`config.mk`:
```
export PLATFORM = sky130hd
export DESIGN_NAME = tour_cmd_seq
export DESIGN_NICKNAME = d
export VERILOG_FILES = /design/src/rtl/tour_pkg.sv /design/src/rtl/tour_move_decode.sv /design/src/rtl/tour_cmd_seq.sv
export SDC_FILE = /design/constraint.sdc
export NUM_CORES = 1
export LEC_CHECK = 0
export ABC_AREA = 1
export CAP_MARGIN = 20
export CORE_UTILIZATION = 36
export CTS_CLUSTER_DIAMETER = 120
export DETAILED_ROUTE_END_ITERATION = 6
export PLACE_DENSITY = 0.8
export SETUP_SLACK_MARGIN = 0.15
export SLEW_MARGIN = 20
export SYNTH_ARGS = -nofsm -noshare
export SYNTH_HDL_FRONTEND = slang
export SYNTH_SLANG_ARGS = --single-unit
export TNS_END_PERCENT = 50
```
`constraint.sdc`:
```
create_clock -name clk -period 2 [get_ports clk]
set_input_delay 0.4 -clock clk [delete_from_list [all_inputs] [get_ports clk]]
set_output_delay 0.4 -clock clk [all_outputs]
set_load 0.03 [all_outputs]
```
`src/rtl/tour_pkg.sv`:
```
`default_nettype none
// +----------------------------------------------------------------------------+
// | Package : tour_pkg                                                          |
// | Shared types and constants for the knight's-tour command sequencer and     |
// | the tour solver: FSM state enum, command opcodes, robot headings, response |
// | bytes and the one-hot move bit assignment.                                 |
// | Revision: 1.0  initial release                                             |
// +----------------------------------------------------------------------------+
package tour_pkg;

  typedef enum logic [2:0] {
    IDLE   = 3'd0,
    VERT   = 3'd1,
    WAIT_V = 3'd2,
    HORZ   = 3'd3,
    WAIT_H = 3'd4
  } tour_cmd_state_t;

  localparam logic [3:0] OP_MOVE         = 4'h4;
  localparam logic [3:0] OP_MOVE_FANFARE = 4'h5;

  // Robot headings: north is the zero reference.
  localparam logic [7:0] HDG_N = 8'h00;
  localparam logic [7:0] HDG_W = 8'h3F;
  localparam logic [7:0] HDG_S = 8'h7F;
  localparam logic [7:0] HDG_E = 8'hBF;

  localparam logic [7:0] RESP_IDLE = 8'hA5;
  localparam logic [7:0] RESP_BUSY = 8'h5A;

  // Index of the final move of a 24-move tour.
  localparam logic [4:0] LAST_INDX = 5'd23;

  // Move bit positions, named by (dx,dy); +x east, +y north.
  localparam int MV_P1_P2 = 0;  // (+1,+2)
  localparam int MV_M1_P2 = 1;  // (-1,+2)
  localparam int MV_M2_P1 = 2;  // (-2,+1)
  localparam int MV_M2_M1 = 3;  // (-2,-1)
  localparam int MV_M1_M2 = 4;  // (-1,-2)
  localparam int MV_P1_M2 = 5;  // (+1,-2)
  localparam int MV_P2_M1 = 6;  // (+2,-1)
  localparam int MV_P2_P1 = 7;  // (+2,+1)

  function automatic logic [15:0] pack_cmd(input logic [3:0] op,
                                           input logic [7:0] hdg,
                                           input logic [3:0] sq);
    return {op, hdg, sq};
  endfunction

endpackage
`default_nettype wire

```
`src/rtl/tour_move_decode.sv`:
```
`default_nettype none
// +----------------------------------------------------------------------------+
// | Module  : tour_move_decode                                                  |
// | Converts a one-hot knight move into a vertical leg and a horizontal leg,   |
// | each as a heading plus a square count. Any non-one-hot input decodes to    |
// | heading north with zero squares on both legs.                              |
// | Ports   : move         in  8  one-hot move                                  |
// |           vert_heading out 8  heading of the vertical leg                   |
// |           vert_squares out 4  length of the vertical leg                    |
// |           horz_heading out 8  heading of the horizontal leg                 |
// |           horz_squares out 4  length of the horizontal leg                  |
// | Revision: 1.0  initial release                                             |
// +----------------------------------------------------------------------------+
module tour_move_decode
  import tour_pkg::*;
(
  input  logic [7:0] move,
  output logic [7:0] vert_heading,
  output logic [3:0] vert_squares,
  output logic [7:0] horz_heading,
  output logic [3:0] horz_squares
);

  always_comb begin
    vert_heading = HDG_N;
    vert_squares = 4'd0;
    horz_heading = HDG_N;
    horz_squares = 4'd0;
    case (move)
      (8'd1 << MV_P1_P2): begin
        vert_heading = HDG_N; vert_squares = 4'd2;
        horz_heading = HDG_E; horz_squares = 4'd1;
      end
      (8'd1 << MV_M1_P2): begin
        vert_heading = HDG_N; vert_squares = 4'd2;
        horz_heading = HDG_W; horz_squares = 4'd1;
      end
      (8'd1 << MV_M2_P1): begin
        vert_heading = HDG_N; vert_squares = 4'd1;
        horz_heading = HDG_W; horz_squares = 4'd2;
      end
      (8'd1 << MV_M2_M1): begin
        vert_heading = HDG_S; vert_squares = 4'd1;
        horz_heading = HDG_W; horz_squares = 4'd2;
      end
      (8'd1 << MV_M1_M2): begin
        vert_heading = HDG_S; vert_squares = 4'd2;
        horz_heading = HDG_W; horz_squares = 4'd1;
      end
      (8'd1 << MV_P1_M2): begin
        vert_heading = HDG_S; vert_squares = 4'd2;
        horz_heading = HDG_E; horz_squares = 4'd1;
      end
      (8'd1 << MV_P2_M1): begin
        vert_heading = HDG_S; vert_squares = 4'd1;
        horz_heading = HDG_E; horz_squares = 4'd2;
      end
      (8'd1 << MV_P2_P1): begin
        vert_heading = HDG_N; vert_squares = 4'd1;
        horz_heading = HDG_E; horz_squares = 4'd2;
      end
      default: begin
        // Illegal (non-one-hot) move: keep the north/zero defaults.
      end
    endcase
  end

endmodule
`default_nettype wire

```
`src/rtl/tour_cmd_seq.sv`:
```
`default_nettype none
// +----------------------------------------------------------------------------+
// | Module  : tour_cmd_seq                                                      |
// | Replays a solved knight's tour as robot commands: each move becomes a      |
// | vertical command followed by a horizontal command. Each command is held    |
// | until the command processor clears it and reports completion. In IDLE the  |
// | UART command path passes straight through.                                 |
// | Ports   : clk, rst_n (async, active-low)                                    |
// |           start_tour   in  1   begin replay (IDLE only)                     |
// |           move         in  8   one-hot move at mv_indx (zero-latency read)  |
// |           mv_indx      out 5   index of move being replayed                 |
// |           cmd_UART     in  16  UART command                                 |
// |           cmd_rdy_UART in  1   UART command valid                           |
// |           cmd          out 16  {opcode, heading, squares}                   |
// |           cmd_rdy      out 1   cmd valid                                    |
// |           clr_cmd_rdy  in  1   command processor took cmd                   |
// |           send_resp    in  1   command processor finished cmd               |
// |           resp         out 8   response byte to UART                        |
// | Revision: 1.0  initial release                                             |
// +----------------------------------------------------------------------------+
module tour_cmd_seq
  import tour_pkg::*;
#(
  parameter logic FANFARE_LAST = 1'b1
) (
  input  logic        clk,
  input  logic        rst_n,
  input  logic        start_tour,
  input  logic [7:0]  move,
  output logic [4:0]  mv_indx,
  input  logic [15:0] cmd_UART,
  input  logic        cmd_rdy_UART,
  output logic [15:0] cmd,
  output logic        cmd_rdy,
  input  logic        clr_cmd_rdy,
  input  logic        send_resp,
  output logic [7:0]  resp
);

  tour_cmd_state_t state, state_nxt;
  logic [4:0]      indx_nxt;

  logic [7:0]  vert_heading, horz_heading;
  logic [3:0]  vert_squares, horz_squares;
  logic        at_last;
  logic [3:0]  horz_op;
  logic [15:0] vert_cmd, horz_cmd;

  tour_move_decode u_decode (
    .move         (move),
    .vert_heading (vert_heading),
    .vert_squares (vert_squares),
    .horz_heading (horz_heading),
    .horz_squares (horz_squares)
  );

  assign at_last  = (mv_indx == LAST_INDX);
  assign horz_op  = (FANFARE_LAST && at_last) ? OP_MOVE_FANFARE : OP_MOVE;
  assign vert_cmd = pack_cmd(OP_MOVE, vert_heading, vert_squares);
  assign horz_cmd = pack_cmd(horz_op, horz_heading, horz_squares);

  always_ff @(posedge clk or negedge rst_n) begin
    if (!rst_n) begin
      state   <= IDLE;
      mv_indx <= 5'd0;
    end else begin
      state   <= state_nxt;
      mv_indx <= indx_nxt;
    end
  end

  always_comb begin
    state_nxt = state;
    indx_nxt  = mv_indx;
    cmd       = cmd_UART;
    cmd_rdy   = 1'b0;
    resp      = RESP_BUSY;
    case (state)
      IDLE: begin
        cmd     = cmd_UART;
        cmd_rdy = cmd_rdy_UART;
        resp    = RESP_IDLE;
        if (start_tour) begin
          indx_nxt  = 5'd0;
          state_nxt = VERT;
        end
      end
      VERT: begin
        cmd     = vert_cmd;
        cmd_rdy = 1'b1;
        // send_resp here is deliberately ignored: completion only counts
        // once the command has been taken.
        if (clr_cmd_rdy) state_nxt = WAIT_V;
      end
      WAIT_V: begin
        cmd = vert_cmd;
        if (send_resp) state_nxt = HORZ;
      end
      HORZ: begin
        cmd     = horz_cmd;
        cmd_rdy = 1'b1;
        if (clr_cmd_rdy) state_nxt = WAIT_H;
      end
      WAIT_H: begin
        cmd = horz_cmd;
        // Signal end-of-tour to the UART while the final leg completes.
        if (at_last) resp = RESP_IDLE;
        if (send_resp) begin
          if (at_last) begin
            state_nxt = IDLE;
          end else begin
            indx_nxt  = mv_indx + 5'd1;
            state_nxt = VERT;
          end
        end
      end
      default: begin
        state_nxt = IDLE;
      end
    endcase
  end

endmodule
`default_nettype wire

```
==> impl_metrics.tcl <==
set metrics [dict create \
    status "complete, no violations" \
    die_h_um 52.92 \
    clk_latency_ps 260 \
    synth_fp_nets 195 \
    drv_slew 0 \
    place.gp.congestion 0.8426 \
    antenna_found_initial 0 \
    clock-sinks 8 \
    worstPathMaxFanout 6 \
    critical_path.top_delay_family "simple AND/OR/NAND/NOR gates" \
    htreeDepth 1 \
    dr.pass1.iters 4 \
    hpwl_um 1946 \
    r2r_slack_ps 520 \
    cts_max_path_buffers 2 \
    fin_crit_ps 1919 \
    n_fill_cell 177 \
    max-cap-violations 0 \
    design_area_um2 1917 \
    grt_max_degree 12 \
    core-area_um2 2455 \
    layout-drive-gt1-share 0.4919 \
    numCtsBuffers 3 \
    crit_path_frequent_cell "nand2_2" \
    wl_met3_um 111 \
    crit_chain "inv_2 > nand2_2 > inv_2 > nand2_2 > nand2_2 > nor2_4 > buf_6 > nand2_1 > nand3_2 > buf_6" \
    cp.depth 10 \
    top_layer_used "met4" \
    syn-cell-area_um2 933.4 \
    diodes 0 \
    synth_edf_count 0 \
    wl_met1_um 1246 \
    syn2layout_area_growth_pct 105.4 \
    hold_slack_ps 411.7 \
    cp_slowest_cell "dfrtp_1" \
    dpl_cell_area_um2 1555 \
    worstHoldPathType "in2async" \
    ys_ff_latch 8 \
    grt_pass1_wl_um 4298 \
    io_buffers 59 \
    rows 18 \
    ioPinCount 60 \
    worst_setup_path_start_kind "register" \
    critPathCaptureType "output port" \
    final.period_utilization 0.9595 \
    power.leakage_nw 1.033 \
    fmax_mhz 521.1 \
    crit_arrival_ps 1520 \
    power.density_nw_per_um2 1625 \
    layout_common_cells "nand2_1 (37), buf_4 (28), clkdlybuf4s50_1 (26), buf_6 (23), nand2_2 (20)" \
    setup_viol 0 \
    vias_per_cell 4.583 \
    clkSlewWorstSetupHoldPaths_ps 60 \
    synth_cell_types 23 \
    cts-root-buf "clkbuf_4" \
    route.met2.wl_um 1559 \
    critPathKind "reg2out" \
    start_util 0.3802 \
    final_common_cell "nand2_1" \
    grt.total_usage 0.2055 \
    relSlewSlack 0.7691 \
    finalSetupTns_ps 0 \
    route.detailed.drc 0 \
    synthCells 164 \
    hold_viol 0 \
    skew_ps 6.081 \
    cpPeakStageDelay_ps 390 \
    dr_total_vias 1265 \
    yosys_warnings 0 \
    synth_ff_type "dfrtp_1" \
    die-area_um2 2801 \
    grt_pass1_vias 1102 \
    path_buf_inv 4 \
    drtIter0Drc 17 \
    ys_seq_area_frac 0.2145 \
    antenna_left 0 \
    reg2regPathDepth 10 \
    irDropWorstVdd_mv 2.134 \
    crit_required_ps 1600 \
    grt_overflow 0 \
    r2r_end "mv_indx[2]" \
    wl_um 2952 \
    die_w_um 52.92 \
    wl_per_cell_um 10.70 \
    cts_tree "done" \
    tightest_slew_ps 345.3 \
    async_flop_share 1.000 \
    synth.avg_cell_area_um2 5.691 \
    rsz0062_at_grt "true" \
    layout.nets 278 \
    crit-reg2reg-launch "mv_indx[0]" \
]
==> synth_stat cells, types with 2 or more instances <==
cell	count	share of area
buf_4	6	0.048
dfrtp_1	8	0.21
inv_1	21	0.084
inv_2	5	0.020
nand2_1	53	0.21
nand2_2	7	0.047
nand3_1	19	0.10
nand3b_1	2	0.016
nand4_1	2	0.013
nor2_1	22	0.088
nor2_2	2	0.013
o21ai_0	3	0.016
o21ai_1	3	0.016
xor2_1	2	0.019
==> worst reg2reg max path, delay by kind of cell, from the launching register on <==
kind                       cells  cell delay [ps]
DFF                            1              420
and+or+nand+nor                6              530
AOI/OAI and AO/OA              1               50
buffers and inverters          2              180
adders and majority gates      1              160
==> layout make-up <==
cell class	count	area [um^2]	area share
well taps	30	37.54	0.01958
clock buffers	4	26.28	0.01371
inverters	26	102.6	0.05352
flip-flops and latches	8	202.7	0.1057
repair buffers	85	782.0	0.4080
multi-input cells	123	765.7	0.3995
==> cells by family after synthesis <==
group / after synthesis / share of synthesized area
buffers and inverters: 33 / 0.1649
DFF: 8 / 0.2145
adders and majority gates: 1 / 0.01340
xor gates and xnor gates: 3 / 0.02816
AOI/OAI and AO/OA: 8 / 0.04825
and+or+nand+nor: 111 / 0.5308
==> how the worst max path moves through the flow <==
stage | to | slack, ps | startpoint
after floorplan | resp[2] | 160 | mv_indx[0]
after global placement | cmd[6] | -260 | move[5]
after detailed placement | cmd[6] | -280 | move[3]
after CTS | cmd[12] | 110 | state[0]
after global routing | cmd[0] | -7 | state[2]
final | cmd[0] | 80 | state[2]
==> registers in the layout, summed over array words and instances, names as in the netlist <==
register  count
state         3
mv_indx       5
==> repair_timing <==
item | 4_1_cts | 5_1_grt
hold endpoints to repair | 0 | 0
pin swaps | 14 | 9
cloned | 0 | 1
hold buffers | 0 | 0
setup endpoints to repair | 24 | 26
gates resized for setup | 67 | 41
buffers inserted | 10 | 2
==> power by group <==
| part | switching, mW | internal [mW] | total, mW |
|---|---|---|---|
| Sequential | 0.0432 | 0.202 | 0.245 |
| Clock | 0.0580 | 0.0765 | 0.135 |
| Combinational | 1.57 | 1.17 | 2.73 |
==> metrics by stage <==
step	total power, mW	worst slack [ps]	std cells	utilization
3_3_place_gp	2.389	-262.6	259	0.6335
3_5_place_dp	2.400	-282.1	259	0.6335
2_1_floorplan	1.708	163.1	164	-
5_1_grt	3.298	-6.580	276	0.7808
6_report	3.115	80.96	276	0.7808
4_1_cts	2.795	109.6	273	0.7278
==> per-layer routing <==
layer,vias to the layer above,global-route usage
met5,-,0
met4,0,0.06579
met3,4,0.01724
met2,32,0.4051
met1,566,0.2253
li1,663,-
Power figures use the tool's default switching activity.
